$ cat config.mk
export PLATFORM = sky130hd
export DESIGN_NAME = armleocpu_mul_frontend
export DESIGN_NICKNAME = d
export VERILOG_FILES = /design/src/rtl/armleocpu_mul_frontend_pkg.sv /design/src/rtl/armleocpu_multiplier.sv /design/src/rtl/armleocpu_mul_frontend.sv
export SDC_FILE = /design/constraint.sdc
export NUM_CORES = 1
export LEC_CHECK = 0
export CORE_ASPECT_RATIO = 1.25
export CORE_MARGIN = 2
export CORE_UTILIZATION = 40
export DETAILED_ROUTE_END_ITERATION = 10
export DONT_BUFFER_PORTS = 1
export GPL_ROUTABILITY_DRIVEN = 0
export PLACE_DENSITY = 0.64
export SETUP_SLACK_MARGIN = 0.02
export SYNTH_ARGS = -nofsm -noshare
export SYNTH_HDL_FRONTEND = slang
export SYNTH_SLANG_ARGS = --single-unit
$ cat constraint.sdc
create_clock -name clk -period 5.1 [get_ports clk]
set_input_delay 1.02 -clock clk [delete_from_list [all_inputs] [get_ports clk]]
set_output_delay 1.02 -clock clk [all_outputs]
set_load 0.005 [all_outputs]
$ cat src/rtl/armleocpu_mul_frontend_pkg.sv
// Shared definitions for the multiply frontend: req_op encodings, FSM states
// and the operand magnitude helper.
package armleocpu_mul_frontend_pkg;

   typedef enum logic [1:0] {
      OP_MUL    = 2'b00,
      OP_MULH   = 2'b01,
      OP_MULHSU = 2'b10,
      OP_MULHU  = 2'b11
   } op_t;

   typedef enum logic [2:0] {
      ST_IDLE,
      ST_START,
      ST_WAIT,
      ST_POST,
      ST_DRAIN
   } state_t;

   // Two's-complement absolute value; 0x80000000 stays 0x80000000 as an unsigned magnitude.
   function automatic logic [31:0] magnitude(input logic [31:0] value);
      return value[31] ? (~value + 32'd1) : value;
   endfunction

endpackage

$ cat src/rtl/armleocpu_multiplier.sv
// Unsigned 32x32=64 shift-add multiplier; factors latched on valid,
// ready pulses for one cycle with result held until the next valid.
module armleocpu_multiplier (
   input  logic        clk,
   input  logic        rst_n,
   input  logic        valid,
   input  logic [31:0] factor0,
   input  logic [31:0] factor1,
   output logic        ready,
   output logic [63:0] result
);

   logic        busy;
   logic [4:0]  count;
   logic [63:0] mcand;
   logic [31:0] mplier;

   always_ff @(posedge clk) begin
      if (!rst_n) begin
         busy   <= 1'b0;
         count  <= '0;
         mcand  <= '0;
         mplier <= '0;
         result <= '0;
         ready  <= 1'b0;
      end else begin
         ready <= 1'b0;
         if (valid) begin
            busy   <= 1'b1;
            count  <= '0;
            mcand  <= {32'd0, factor0};
            mplier <= factor1;
            result <= '0;
         end else if (busy) begin
            if (mplier[0])
               result <= result + mcand;
            mcand  <= mcand << 1;
            mplier <= mplier >> 1;
            count  <= count + 5'd1;
            if (count == 5'd31) begin
               busy  <= 1'b0;
               ready <= 1'b1;
            end
         end
      end
   end

endmodule

$ cat src/rtl/armleocpu_mul_frontend.sv
// RISC-V M-extension multiply frontend: sign handling, handshake/kill FSM around armleocpu_multiplier.
// Build option: define ARMLEOCPU_MUL_RESULT_CACHE_EN to enable the last-product cache.
module armleocpu_mul_frontend
   import armleocpu_mul_frontend_pkg::*;
(
   input  logic        clk,
   input  logic        rst_n,
   input  logic        req_valid,
   output logic        req_ready,
   input  logic [1:0]  req_op,
   input  logic [31:0] rs1,
   input  logic [31:0] rs2,
   input  logic        kill,
   output logic        resp_valid,
   output logic [31:0] resp_result
);

   state_t      state, state_next;
   op_t         op_in, cur_op;
   logic        neg_in, cur_neg;
   logic [31:0] mag_a_in, mag_b_in, mag_a, mag_b;
   logic        accept, hit;
   logic        core_valid, core_ready;
   logic [63:0] core_result, product, cached_product, signed_product;
   logic [31:0] selected;

   always_comb begin
      op_in    = op_t'(req_op);
      neg_in   = 1'b0;
      mag_a_in = rs1;
      mag_b_in = rs2;
      case (op_in)
         OP_MULH: begin
            neg_in   = rs1[31] ^ rs2[31];
            mag_a_in = magnitude(rs1);
            mag_b_in = magnitude(rs2);
         end
         OP_MULHSU: begin
            neg_in   = rs1[31];
            mag_a_in = magnitude(rs1);
         end
         default: ;
      endcase
   end

   assign accept = (state == ST_IDLE) && req_valid && !kill;

`ifdef ARMLEOCPU_MUL_RESULT_CACHE_EN
   logic        cache_valid;
   logic [31:0] cache_a, cache_b;
   logic [63:0] cache_p;

   assign hit            = cache_valid && (cache_a == mag_a_in) && (cache_b == mag_b_in);
   assign cached_product = cache_p;

   always_ff @(posedge clk) begin
      if (!rst_n) begin
         cache_valid <= 1'b0;
         cache_a     <= '0;
         cache_b     <= '0;
         cache_p     <= '0;
      end else if (kill) begin
         cache_valid <= 1'b0;
      end else if (state == ST_POST) begin
         cache_valid <= 1'b1;
         cache_a     <= mag_a;
         cache_b     <= mag_b;
         cache_p     <= product;
      end
   end
`else
   assign hit            = 1'b0;
   assign cached_product = '0;
`endif

   always_ff @(posedge clk) begin
      if (!rst_n)
         state <= ST_IDLE;
      else
         state <= state_next;
   end

   // A kill landing on the core-ready cycle goes straight to IDLE: the core is already done.
   always_comb begin
      state_next = state;
      req_ready  = 1'b0;
      core_valid = 1'b0;
      case (state)
         ST_IDLE: begin
            req_ready = 1'b1;
            if (accept)
               state_next = hit ? ST_POST : ST_START;
         end
         ST_START: begin
            core_valid = 1'b1;
            state_next = kill ? ST_DRAIN : ST_WAIT;
         end
         ST_WAIT: begin
            if (kill)
               state_next = core_ready ? ST_IDLE : ST_DRAIN;
            else if (core_ready)
               state_next = ST_POST;
         end
         ST_POST:  state_next = ST_IDLE;
         ST_DRAIN: if (core_ready) state_next = ST_IDLE;
         default:  state_next = ST_IDLE;
      endcase
   end

   armleocpu_multiplier u_core (
      .clk     (clk),
      .rst_n   (rst_n),
      .valid   (core_valid),
      .factor0 (mag_a),
      .factor1 (mag_b),
      .ready   (core_ready),
      .result  (core_result)
   );

   always_comb begin
      signed_product = cur_neg ? (~product + 64'd1) : product;
      selected       = (cur_op == OP_MUL) ? signed_product[31:0] : signed_product[63:32];
   end

   always_ff @(posedge clk) begin
      if (!rst_n) begin
         resp_valid  <= 1'b0;
         resp_result <= '0;
         cur_op      <= OP_MUL;
         cur_neg     <= 1'b0;
         mag_a       <= '0;
         mag_b       <= '0;
         product     <= '0;
      end else begin
         resp_valid <= 1'b0;
         if (accept) begin
            cur_op  <= op_in;
            cur_neg <= neg_in;
            mag_a   <= mag_a_in;
            mag_b   <= mag_b_in;
         end
         if (accept && hit)
            product <= cached_product;
         else if (state == ST_WAIT && core_ready)
            product <= core_result;
         if (state == ST_POST && !kill) begin
            resp_valid  <= 1'b1;
            resp_result <= selected;
         end
      end
   end

endmodule

==> summary.log, run 1 <==
qor: timing.whs 0.466 ns
qor: synthesis.syn_area 19300 um^2
qor: run.drv_cap 0
qor: timing.rsz_0062_raised_after_global_routing false
qor: clocking.clk_root_buffer_cell clkbuf_16
qor: worst_setup_path.critical_path_required 5.58 ns
qor: synthesis.proportion_of_synthesized_chip_area_in_sequential_cells 34.7%
qor: worst_setup_path.regToRegStartpoint u_core.result[10]$_SDFFE_PP0P_
qor: worst_setup_path.critPathLaunchType flop
qor: floorplan.boundary_pin_count 104
qor: floorplan.row_count 90
qor: floorplan.die_h 250 um
qor: synthesis.asyncSetResetFlopFracSynth 0%
qor: layout.n_antenna_cell 0
qor: clocking.worstSkewPairLatency 0.56 ns
qor: worst_setup_path.reg2reg_slack 1.29 ns
qor: worst_setup_path.regToRegEndpoint u_core.result[41]$_SDFFE_PP0P_
qor: detailed_routing.detailedRoute.firstPassIterationCount 6
qor: detailed_routing.finalWirelength 51.8 mm
qor: layout.multi_input_comb_area 12000 um^2
qor: min_path.hold_endpoint mag_b[0]$_SDFFE_PN0P_
qor: layout.seq_area 6690 um^2
qor: detailed_routing.antenna_left 0
qor: min_path.worstHoldStart mag_b[0]$_SDFFE_PN0P_
qor: timing.worst_clock_skew 0.0193 ns
qor: floorplan.floorplan.die_area 50000 um^2
qor: worst_setup_path.critical_path_arrival 4.28 ns
qor: synthesis.synth-seq-cells 334
qor: placement.dpl.hpwl 36.8 mm
qor: outcome.status completed
qor: timing.fin_crit_sh 74.6%
qor: clocking.cts.clk_slew.worst_paths 0.06 ns
qor: min_path.hp-class flop to flop
qor: detailed_routing.remaining_drc_errors 0
qor: clocking.cts-hold-fix-buffers 0
qor: worst_setup_path.criticalPathCategory flop to flop
qor: power.power_per_cell_area 278 nW/um^2
qor: clocking.cts-resized-gates 0
qor: worst_setup_path.r2r_cells 12
qor: synthesis.synth-edff-count 0
qor: power.power.leakage 8.98 nW
qor: synthesis.post_syn_instances 2365
qor: clocking.post_cts.repair.setup_buffers 0
qor: worst_setup_path.crit_fanout 5
qor: layout.final_core_util 43.5%
qor: min_path.worstHoldPathCells 2
qor: synthesis.synth.lib_cells_used.distinct 79
qor: clocking.tritoncts done
qor: global_route.antenna_found_initial 0
qor: timing.worst-slew-pin-transition 1.13 ns
qor: layout.syn2layout_area_growth 8.06%
qor: timing.achievable-frequency 263 MHz
qor: layout.drive_gt1_share 4.55%
qor: power.worst_ir_drop_vdd 247 uV
qor: global_route.grt_use_total 20.0%
qor: synthesis.synthFlopType dfxtp_1
qor: timing.final.min_clock_period 3.81 ns
qor: global_route.via_count_of_the_first_global_routing_pass 15700
qor: layout.n_fill_cell 4811
qor: timing.max_slew_violations 0
qor: clocking.cts_buffers 37
qor: clocking.cts.htree.levels 2
qor: detailed_routing.route.detailed.vias_per_inst 5.70
qor: synthesis.synth_warnings 0
qor: floorplan.start_util 40.2%
qor: detailed_routing.detailedRoute.firstIterationViolations 1092
qor: floorplan.placeableCoreArea 48000 um^2
qor: timing.timing.slew.headroom 24.9%
qor: clocking.cts.sinks 334
qor: placement.port-buffer-count 0
qor: clocking.clock_path_buffers 3
qor: layout.fin_nets 2401
qor: global_route.grt_start_max_net_pins 234
qor: timing.final_report_setup_violation_count 0
qor: synthesis.synth_fp_nets 2506
qor: timing.finalHoldViolations 0
qor: worst_setup_path.end_kind flop
qor: floorplan.die_x 200 um
qor: detailed_routing.routed-via-count 16700
qor: timing.fin_tns_setup 0 ns
qor: global_route.grt_first_pass_wirelength 83.4 mm
qor: detailed_routing.wire_per_inst 17.7 um
qor: synthesis.post_synth.cell_area_avg 8.16 um^2
qor: global_route.grt_overflow 0
==> state kept, by name, indices dropped and copies added (netlist names) <==
register and flops:
resp_result 32, state 3, cur_op 2, u_core.result 64
mag_a 32, mag_b 32, u_core.busy 1, u_core.ready 1
u_core.mplier 32, u_core.count 5, u_core.mcand 64, product 64
cur_neg 1, resp_valid 1
==> cells in the final DEF, fill, tap and decap left out, types with 23 or more instances in the layout <==
cell,instances
a21boi_0,90
a21o_1,25
a21oi_1,153
clkbuf_16,37
dfxtp_1,332
ha_1,70
inv_1,27
mux2i_1,98
nand2_1,479
nand3_1,45
nor2_1,114
nor2b_1,23
nor3_1,38
o211a_1,126
o211ai_1,25
o21ai_0,104
o31ai_1,24
or3_1,29
xnor2_1,70
xor2_1,73
==> synthesized netlist by cell type, types with 20 or more instances <==
cell type | n | area [um^2]
xnor2_1 | 70 | 613
o211a_1 | 126 | 1260
nor3_1 | 39 | 195
ha_1 | 70 | 876
a21oi_1 | 153 | 766
or3_1 | 30 | 188
dfxtp_1 | 334 | 6690
nor2b_1 | 23 | 144
xor2_1 | 73 | 639
o21ai_0 | 104 | 521
nand3_1 | 45 | 225
a21boi_0 | 90 | 676
o211ai_1 | 25 | 188
nor4_1 | 20 | 125
nor2_1 | 115 | 432
inv_1 | 27 | 101
a21o_1 | 25 | 188
clkbuf_1 | 122 | 458
nand2_1 | 481 | 1810
buf_1 | 31 | 116
mux2i_1 | 98 | 981
nand4_1 | 20 | 125
o31ai_1 | 24 | 180
==> cells by family after synthesis <==
family	Yosys count	synth area share (%)
fa+ha+maj	71	4.64
simple gates	866	20.7
buf+inv	183	3.58
flops	334	34.7
xor+xnor	143	6.49
compound gates	668	24.7
mux	100	5.26
==> worst max-delay path by stage <==
stage / startpoint / to / slack, ns / cells after the start
floorplan: rs2[4] / mag_b[29]$_SDFFE_PN0P_ / 1.50 / 11
global placement: rs2[4] / mag_b[28]$_SDFFE_PN0P_ / 1.28 / 10
detailed placement: rs2[4] / mag_b[30]$_SDFFE_PN0P_ / 1.23 / 10
CTS: u_core.result[7]$_SDFFE_PP0P_ / u_core.result[41]$_SDFFE_PP0P_ / 1.38 / 12
global route: u_core.result[7]$_SDFFE_PP0P_ / u_core.result[41]$_SDFFE_PP0P_ / 0.98 / 12
finish: u_core.result[10]$_SDFFE_PP0P_ / u_core.result[41]$_SDFFE_PP0P_ / 1.29 / 12
==> layer usage <==
metal	wire length, um	vias up	track usage, %
met5	0	-	0
met4	1690	0	7.13
met3	2410	107	3.36
li1	-	8262	-
met1	22900	7920	25.4
met2	24800	418	34.3
==> critical path, cell delays in order (launching register included) <==
cell	delay, ns
dfxtp_1	0.33
ha_1	0.38
nand4_1	0.22
nor4_1	0.31
nor4bb_1	0.52
o31ai_1	0.18
and2_1	0.24
o31ai_1	0.43
nor3b_1	0.34
a41oi_1	0.21
nor2_1	0.14
mux2_2	0.35
o211ai_1	0.09
==> per-stage QoR <==
step	cells	power, W	cell area [um^2]	worst slack, ns
finish	2930	0.00580	20800	1.29
floorplan	2365	0.00314	19300	1.50
global placement	2865	0.00319	19700	1.28
detailed placement	2865	0.00321	19700	1.23
CTS	2930	0.00585	20800	1.38
global route	2930	0.00601	20800	0.981
==> where the power goes <==
group          switching (W)  internal (W)  leakage (nW)  total (W)
sequential         0.0000651       0.00268          2.71    0.00275
combinational       0.000225      0.000175          5.69   0.000400
clock                0.00111       0.00154         0.585    0.00265
total                0.00140       0.00440          8.98    0.00580
==> cell type report <==
class	instances	area share, %
clock inverters	13	0.690
well taps	644	3.87
multi-input cells	1848	57.4
flip-flops and latches	334	32.1
inverters	27	0.486
clock buffers	52	5.00
repair buffers	12	0.492
Note: power is estimated with default switching activity, not from simulation.
==> run 2: changes to the inputs <==
Settings changed: PLACE_DENSITY 0.64 to 0.66.
Clock period 5.1 ns to 3.4 ns, I/O delays scaled along.
==> summary.log, run 2 (synthesized netlist as in run 1, its figures left out) <==
qor: layout.syn2layout_area_growth 13.2% [was 8.06%]
qor: floorplan.die_x 200 um [unchanged]
qor: worst_setup_path.critical_path_arrival 3.76 ns [was 4.28 ns]
qor: timing.finalHoldViolations 0 [unchanged]
qor: clocking.clock_path_buffers 3 [unchanged]
qor: layout.reg.largest.list product: 64 flops, u_core.mcand: 64 flops, u_core.result: 64 flops [unchanged]
qor: worst_setup_path.end_kind flop [unchanged]
qor: detailed_routing.wire_per_inst 17.4 um [was 17.7 um]
qor: layout.n_antenna_cell 0 [unchanged]
qor: power.power.leakage 9.53 nW [was 8.98 nW]
qor: global_route.via_count_of_the_first_global_routing_pass 16600 [was 15700]
qor: detailed_routing.antenna_left 0 [unchanged]
qor: floorplan.floorplan.die_area 50000 um^2 [unchanged]
qor: floorplan.row_count 90 [unchanged]
qor: detailed_routing.route.detailed.vias_per_inst 5.69 [was 5.70]
qor: detailed_routing.finalWirelength 52.6 mm [was 51.8 mm]
qor: power.worst_ir_drop_vdd 359 uV [was 247 uV]
qor: worst_setup_path.r2r_cells 14 [was 12]
qor: worst_setup_path.critical_path_required 3.89 ns [was 5.58 ns]
qor: detailed_routing.remaining_drc_errors 0 [unchanged]
qor: clocking.cts-hold-fix-buffers 0 [unchanged]
qor: layout.final_core_util 45.5% [was 43.5%]
qor: floorplan.placeableCoreArea 48000 um^2 [unchanged]
qor: run.drv_cap 0 [unchanged]
qor: min_path.hold_endpoint mag_b[30]$_SDFFE_PN0P_ [was mag_b[0]$_SDFFE_PN0P_]
qor: layout.drive_gt1_share 9.66% [was 4.55%]
qor: floorplan.start_util 40.2% [unchanged]
qor: floorplan.die_h 250 um [unchanged]
qor: detailed_routing.routed-via-count 17200 [was 16700]
qor: global_route.grt_first_pass_wirelength 85.3 mm [was 83.4 mm]
qor: timing.timing.slew.headroom 20.7% [was 24.9%]
qor: detailed_routing.detailedRoute.firstPassIterationCount 6 [unchanged]
qor: clocking.cts.htree.levels 2 [unchanged]
qor: worst_setup_path.criticalPathCategory flop to flop [unchanged]
qor: timing.final_report_setup_violation_count 0 [unchanged]
qor: outcome.status completed [unchanged]
qor: timing.rsz_0062_raised_after_global_routing false [unchanged]
qor: timing.worst_clock_skew 0.0220 ns [was 0.0193 ns]
qor: min_path.worstHoldPathCells 1 [was 2]
qor: worst_setup_path.regToRegEndpoint u_core.result[34]$_SDFFE_PP0P_ [was u_core.result[41]$_SDFFE_PP0P_]
qor: global_route.grt_start_max_net_pins 234 [unchanged]
qor: timing.worst-slew-pin-transition 1.19 ns [was 1.13 ns]
qor: worst_setup_path.regToRegStartpoint u_core.result[8]$_SDFFE_PP0P_ [was u_core.result[10]$_SDFFE_PP0P_]
qor: timing.achievable-frequency 306 MHz [was 263 MHz]
qor: worst_setup_path.launch_point_of_the_critical_path u_core.result[8]$_SDFFE_PP0P_ [was u_core.result[10]$_SDFFE_PP0P_]
qor: layout.final_area 21800 um^2 [was 20800 um^2]
qor: layout.most_frequent_cells_in_the_layout nand2_1, dfxtp_1, a21oi_1, o211a_1, nor2_1 [unchanged]
qor: min_path.worstHoldStart rst_n [was mag_b[0]$_SDFFE_PN0P_]
qor: floorplan.boundary_pin_count 104 [unchanged]
qor: timing.fin_crit_sh 96.2% [was 74.6%]
qor: clocking.worstSkewPairLatency 0.57 ns [was 0.56 ns]
qor: min_path.hp-class primary input to flop [was flop to flop]
qor: worst_setup_path.crit_fanout 4 [was 5]
qor: worst_setup_path.critPathLaunchType flop [unchanged]
qor: placement.port-buffer-count 0 [unchanged]
qor: clocking.tritoncts done [unchanged]
qor: worst_setup_path.reg2reg_slack 0.13 ns [was 1.29 ns]
qor: timing.final.min_clock_period 3.27 ns [was 3.81 ns]
qor: layout.layout_commonest_cell nand2_1 [unchanged]
qor: power.power_per_cell_area 400 nW/um^2 [was 278 nW/um^2]
qor: clocking.cts.clk_slew.worst_paths 0.06 ns [about the same]
qor: detailed_routing.detailedRoute.firstIterationViolations 1227 [was 1092]
qor: global_route.grt_use_total 20.5% [was 20.0%]
qor: placement.dpl.hpwl 37.5 mm [was 36.8 mm]
qor: global_route.grt_overflow 0 [unchanged]
qor: layout.fin_nets 2496 [was 2401]
qor: timing.max_slew_violations 0 [unchanged]
qor: timing.fin_tns_setup 0 ns [unchanged]
qor: placement.dp_area 20400 um^2 [was 19700 um^2]
qor: clocking.cts.sinks 334 [unchanged]
qor: clocking.cts_buffers 38 [was 37]
qor: global_route.antenna_found_initial 0 [unchanged]
qor: clocking.clk_root_buffer_cell clkbuf_16 [unchanged]
## run 2: cell count changes in the layout (fill, tap and decap cells not counted), moves of 4 or more
cell / previous run / this run
buf_4: 11 / 102
a211oi_1: 19 / 13
a211oi_2: 0 / 5
ha_1: 70 / 66
## run 2: area by class of cell
| type | instances | area [um^2] |
|---|---|---|
| Tap cell | 644 | 806 |
| Multi-Input combinational cell | 1848 | 12200 |
| Timing Repair Buffer | 106 | 846 |
| Fill cell | 4769 | 26100 |
| Sequential cell | 334 | 6690 |
| Inverter | 27 | 101 |
| Clock buffer | 53 | 1070 |
| Clock inverter | 14 | 151 |
## run 2: repair_timing
action                                 CTS  global route
gates resized for setup                  7            33
buffers inserted                         0             6
pin swaps                                2            17
endpoints found under the hold margin    0             0
setup endpoints to repair                5            17
## run 2: power breakdown
part / leakage, nW / internal [W] / switching [W] / total [W]
combinational: 6.23 / 0.000286 / 0.000357 / 0.000643
sequential: 2.71 / 0.00402 / 0.0000868 / 0.00411
clock: 0.593 / 0.00229 / 0.00169 / 0.00398
## run 2: critical path, cell delays in order, from the launching register on
cell and delay (ns):
dfxtp_1 0.35, ha_1 0.36, o21ai_0 0.09, o21ai_0 0.19, o211ai_1 0.17, buf_4 0.17
a2111o_1 0.45, o2111a_1 0.18, o41ai_2 0.35, buf_4 0.18, a41o_1 0.22, a31oi_1 0.11
xnor2_1 0.14, nand2_1 0.07, a21oi_1 0.16
## run 2: worst max path at each step
stage / endpoint / slack, ns / cells past startpoint
2_1_floorplan: mag_b[29]$_SDFFE_PN0P_ / 0.14 / 11
3_3_place_gp: resp_result[24]$_SDFFE_PN0P_ / -0.18 / 14
3_5_place_dp: resp_result[24]$_SDFFE_PN0P_ / -0.19 / 14
4_1_cts: u_core.result[34]$_SDFFE_PP0P_ / 0.02 / 14
5_1_grt: u_core.result[63]$_SDFFE_PP0P_ / 0.01 / 12
6_report: u_core.result[34]$_SDFFE_PP0P_ / 0.13 / 14
## run 2: routing by layer
| metal | track usage, % | up-vias | share of wire, % |
|---|---|---|---|
| met5 | 0 | - | 0 |
| met4 | 8.66 | 0 | 4.4 |
| met3 | 3.33 | 132 | 4.9 |
| met2 | 34.7 | 479 | 47 |
| met1 | 25.7 | 8152 | 44 |
| li1 | - | 8447 | - |
## run 2: stage by stage
stage / setup slack [ns] / hold WS [ns] / instances / total power, W
detailed placement: -0.187 / 0.470 / 2953 / 0.00483
CTS: 0.0232 / 0.229 / 3020 / 0.00882
global placement: -0.175 / 0.458 / 2953 / 0.00481
floorplan: 0.140 / 0.441 / 2365 / 0.00470
global route: 0.0126 / 0.234 / 3026 / 0.00907
finish: 0.130 / 0.253 / 3026 / 0.00874
==> run 3: changes to the inputs <==
Settings changed: DONT_BUFFER_PORTS 1 to unset, PLACE_DENSITY 0.66 to 0.69.
==> summary.log, run 3 (synthesized netlist as in run 1, its figures left out) <==
qor: outcome.status completed [unchanged]
qor: clocking.worstSkewPairLatency 0.57 ns [about the same]
qor: floorplan.floorplan.die_area 50000 um^2 [unchanged]
qor: detailed_routing.detailedRoute.firstIterationViolations 1467 [was 1227]
qor: floorplan.start_util 40.2% [unchanged]
qor: timing.rsz_0062_raised_after_global_routing true [was false]
qor: power.power.leakage 10.4 nW [was 9.53 nW]
qor: placement.port-buffer-count 103 [was 0]
qor: worst_setup_path.critPathLaunchType flop [unchanged]
qor: worst_setup_path.crit_slowest_cell o311a_4 [was a2111o_1]
qor: layout.final_core_util 48.9% [was 45.5%]
qor: timing.worst-slew-pin-transition 1.13 ns [was 1.19 ns]
qor: timing.finalHoldViolations 0 [unchanged]
qor: min_path.hp-class flop to flop [was primary input to flop]
qor: worst_setup_path.critical_path_arrival 3.68 ns [was 3.76 ns]
qor: placement.placement.setup.worst_slack -0.407 ns [was -0.187 ns]
qor: detailed_routing.route.detailed.vias_per_inst 5.62 [was 5.69]
qor: timing.postLayoutSetupSlackWorst 0.143 ns [was 0.130 ns]
qor: global_route.antenna_found_initial 0 [unchanged]
qor: timing.max_slew_violations 0 [unchanged]
qor: worst_setup_path.end_kind flop [unchanged]
qor: layout.multi_input_comb_area 12200 um^2 [about the same]
qor: layout.syn2layout_area_growth 21.7% [was 13.2%]
qor: worst_setup_path.worstPathCellList ha_1 -> nand4_1 -> nor3_2 -> o211ai_1 -> a21oi_2 -> o21a_1 -> a21oi_1 -> buf_4 -> o31a_1 -> o311a_4 -> o31ai_4 -> xnor2_1 -> a21oi_1 [was ha_1 -> o21ai_0 -> o21ai_0 -> o211ai_1 -> buf_4 -> a2111o_1 -> o2111a_1 -> o41ai_2 -> buf_4 -> a41o_1 -> a31oi_1 -> xnor2_1 -> nand2_1 -> a21oi_1]
qor: global_route.grt_use_total 20.7% [was 20.5%]
qor: floorplan.boundary_pin_count 104 [unchanged]
qor: layout.n_fill_cell 4631 [was 4769]
qor: power.worst_ir_drop_vdd 337 uV [was 359 uV]
qor: layout.n_antenna_cell 0 [unchanged]
qor: power.power_per_cell_area 394 nW/um^2 [was 400 nW/um^2]
qor: worst_setup_path.criticalPathCategory flop to flop [unchanged]
qor: layout.layout_commonest_cell nand2_1 [unchanged]
qor: detailed_routing.finalWirelength 53.4 mm [was 52.6 mm]
qor: layout.drive_gt1_share 11.6% [was 9.66%]
qor: global_route.via_count_of_the_first_global_routing_pass 17100 [was 16600]
qor: floorplan.die_x 200 um [unchanged]
qor: layout.fin_nets 2654 [was 2496]
qor: layout.most_frequent_cells_in_the_layout nand2_1, dfxtp_1, buf_4, a21oi_1, o211a_1 [was nand2_1, dfxtp_1, a21oi_1, o211a_1, nor2_1]
qor: run.drv_cap 0 [unchanged]
qor: clocking.tritoncts done [unchanged]
qor: timing.achievable-frequency 307 MHz [was 306 MHz]
qor: clocking.cts_buffers 38 [unchanged]
qor: clocking.clock_path_buffers 3 [unchanged]
qor: global_route.grt_first_pass_wirelength 86.5 mm [was 85.3 mm]
qor: timing.final_report_setup_violation_count 0 [unchanged]
qor: global_route.grt_overflow 0 [unchanged]
qor: placement.dpl.hpwl 38.8 mm [was 37.5 mm]
qor: clocking.cts.clk_slew.worst_paths 0.06 ns [about the same]
qor: clocking.clk_root_buffer_cell clkbuf_16 [unchanged]
qor: clocking.cts.htree.levels 2 [unchanged]
qor: detailed_routing.wire_per_inst 16.8 um [was 17.4 um]
qor: detailed_routing.antenna_left 0 [unchanged]
qor: detailed_routing.routed-via-count 17900 [was 17200]
qor: floorplan.placeableCoreArea 48000 um^2 [unchanged]
qor: worst_setup_path.worst_path_largest_cell_delay 0.37 ns [was 0.45 ns]
qor: worst_setup_path.cpMostUsedCell a21oi_1
qor: detailed_routing.detailedRoute.firstPassIterationCount 5 [was 6]
qor: timing.timing.slew.headroom 24.5% [was 20.7%]
qor: floorplan.row_count 90 [unchanged]
qor: detailed_routing.remaining_drc_errors 0 [unchanged]
qor: worst_setup_path.crit_fanout 4 [unchanged]
qor: layout.reg.largest.list product: 64 flops, u_core.mcand: 64 flops, u_core.result: 64 flops [unchanged]
qor: layout.seq_area 6690 um^2 [unchanged]
qor: timing.fin_crit_sh 95.8% [was 96.2%]
qor: timing.worst_clock_skew 0.0242 ns [was 0.0220 ns]
qor: timing.final.min_clock_period 3.26 ns [was 3.27 ns]
qor: floorplan.die_h 250 um [unchanged]
qor: worst_setup_path.critical_path_required 3.82 ns [was 3.89 ns]
qor: global_route.grt_start_max_net_pins 126 [was 234]
qor: clocking.cts.sinks 334 [unchanged]
## run 3: cell count changes in the layout (fill, tap and decap cells not counted), moves of 3 or more
cell,previous run,this run
buf_4,102,156
clkdlybuf4s50_1,0,98
nor3b_2,3,0
dlymetal6s2s_1,0,4
clkbuf_1,9,4
bufinv_16,1,4
## run 3: stage by stage
stage                     setup TNS (ns)  cells  cell area, um^2  power [W]  hold slack, ns
after floorplan                        0   2365            19300    0.00470           0.441
after global placement             -1.20   3109            21800    0.00500           0.455
after detailed placement           -1.96   3109            21800    0.00503           0.458
after CTS                              0   3177            23200    0.00933           0.466
after global routing             -0.0669   3185            23500    0.00959           0.492
final                                  0   3185            23500    0.00925           0.462
## run 3: worst max-delay path: cells and delay by family, from the launching register on
kind	cells	cell delay, ns
flops	1	0.33
xor+xnor	1	0.14
compound gates	8	1.79
fa+ha+maj	1	0.31
simple gates	2	0.38
buf+inv	1	0.16
## run 3: path summary, 6_finish.rpt
check | from | endpoint | slack (ns) | cells past startpoint
worst max-delay path | u_core.result[9]$_SDFFE_PP0P_ | u_core.result[60]$_SDFFE_PP0P_ | 0.14 | 13
worst min register to register | resp_result[30]$_SDFFE_PN0P_ | resp_result[30]$_SDFFE_PN0P_ | 0.46 | 2
worst min-delay path | resp_result[30]$_SDFFE_PN0P_ | resp_result[30]$_SDFFE_PN0P_ | 0.46 | 2
worst max register to register | u_core.result[9]$_SDFFE_PP0P_ | u_core.result[60]$_SDFFE_PP0P_ | 0.14 | 13
## run 3: final cells by class
| cell class | count | share of cell area, % |
|---|---|---|
| multi-input combinational | 1848 | 52.2 |
| sequential | 334 | 28.5 |
| timing repair buffer | 264 | 9.86 |
| clock buffer | 49 | 4.62 |
| tap | 644 | 3.43 |
| clock inverter | 19 | 0.975 |
| inverter | 27 | 0.432 |
## run 3: timing repair
action,4_1_cts,5_1_grt
hold buffers,0,0
pin swaps,0,22
buffers inserted,0,8
resized for setup,8,48
setup endpoints to repair,9,20
## run 3: report_power, final
group | internal, W | switching, W | total (W)
combinational | 0.000386 | 0.000459 | 0.000845
sequential | 0.00402 | 0.0000829 | 0.00411
clock | 0.00258 | 0.00172 | 0.00430
## run 3: metal layers
layer | vias up | global-route usage, % | wire [um]
li1 | 8795 | - | -
met1 | 8408 | 25.3 | 22900
met2 | 550 | 35.3 | 25300
met3 | 156 | 3.42 | 2700
met4 | 0 | 9.95 | 2540
met5 | - | 0 | 0
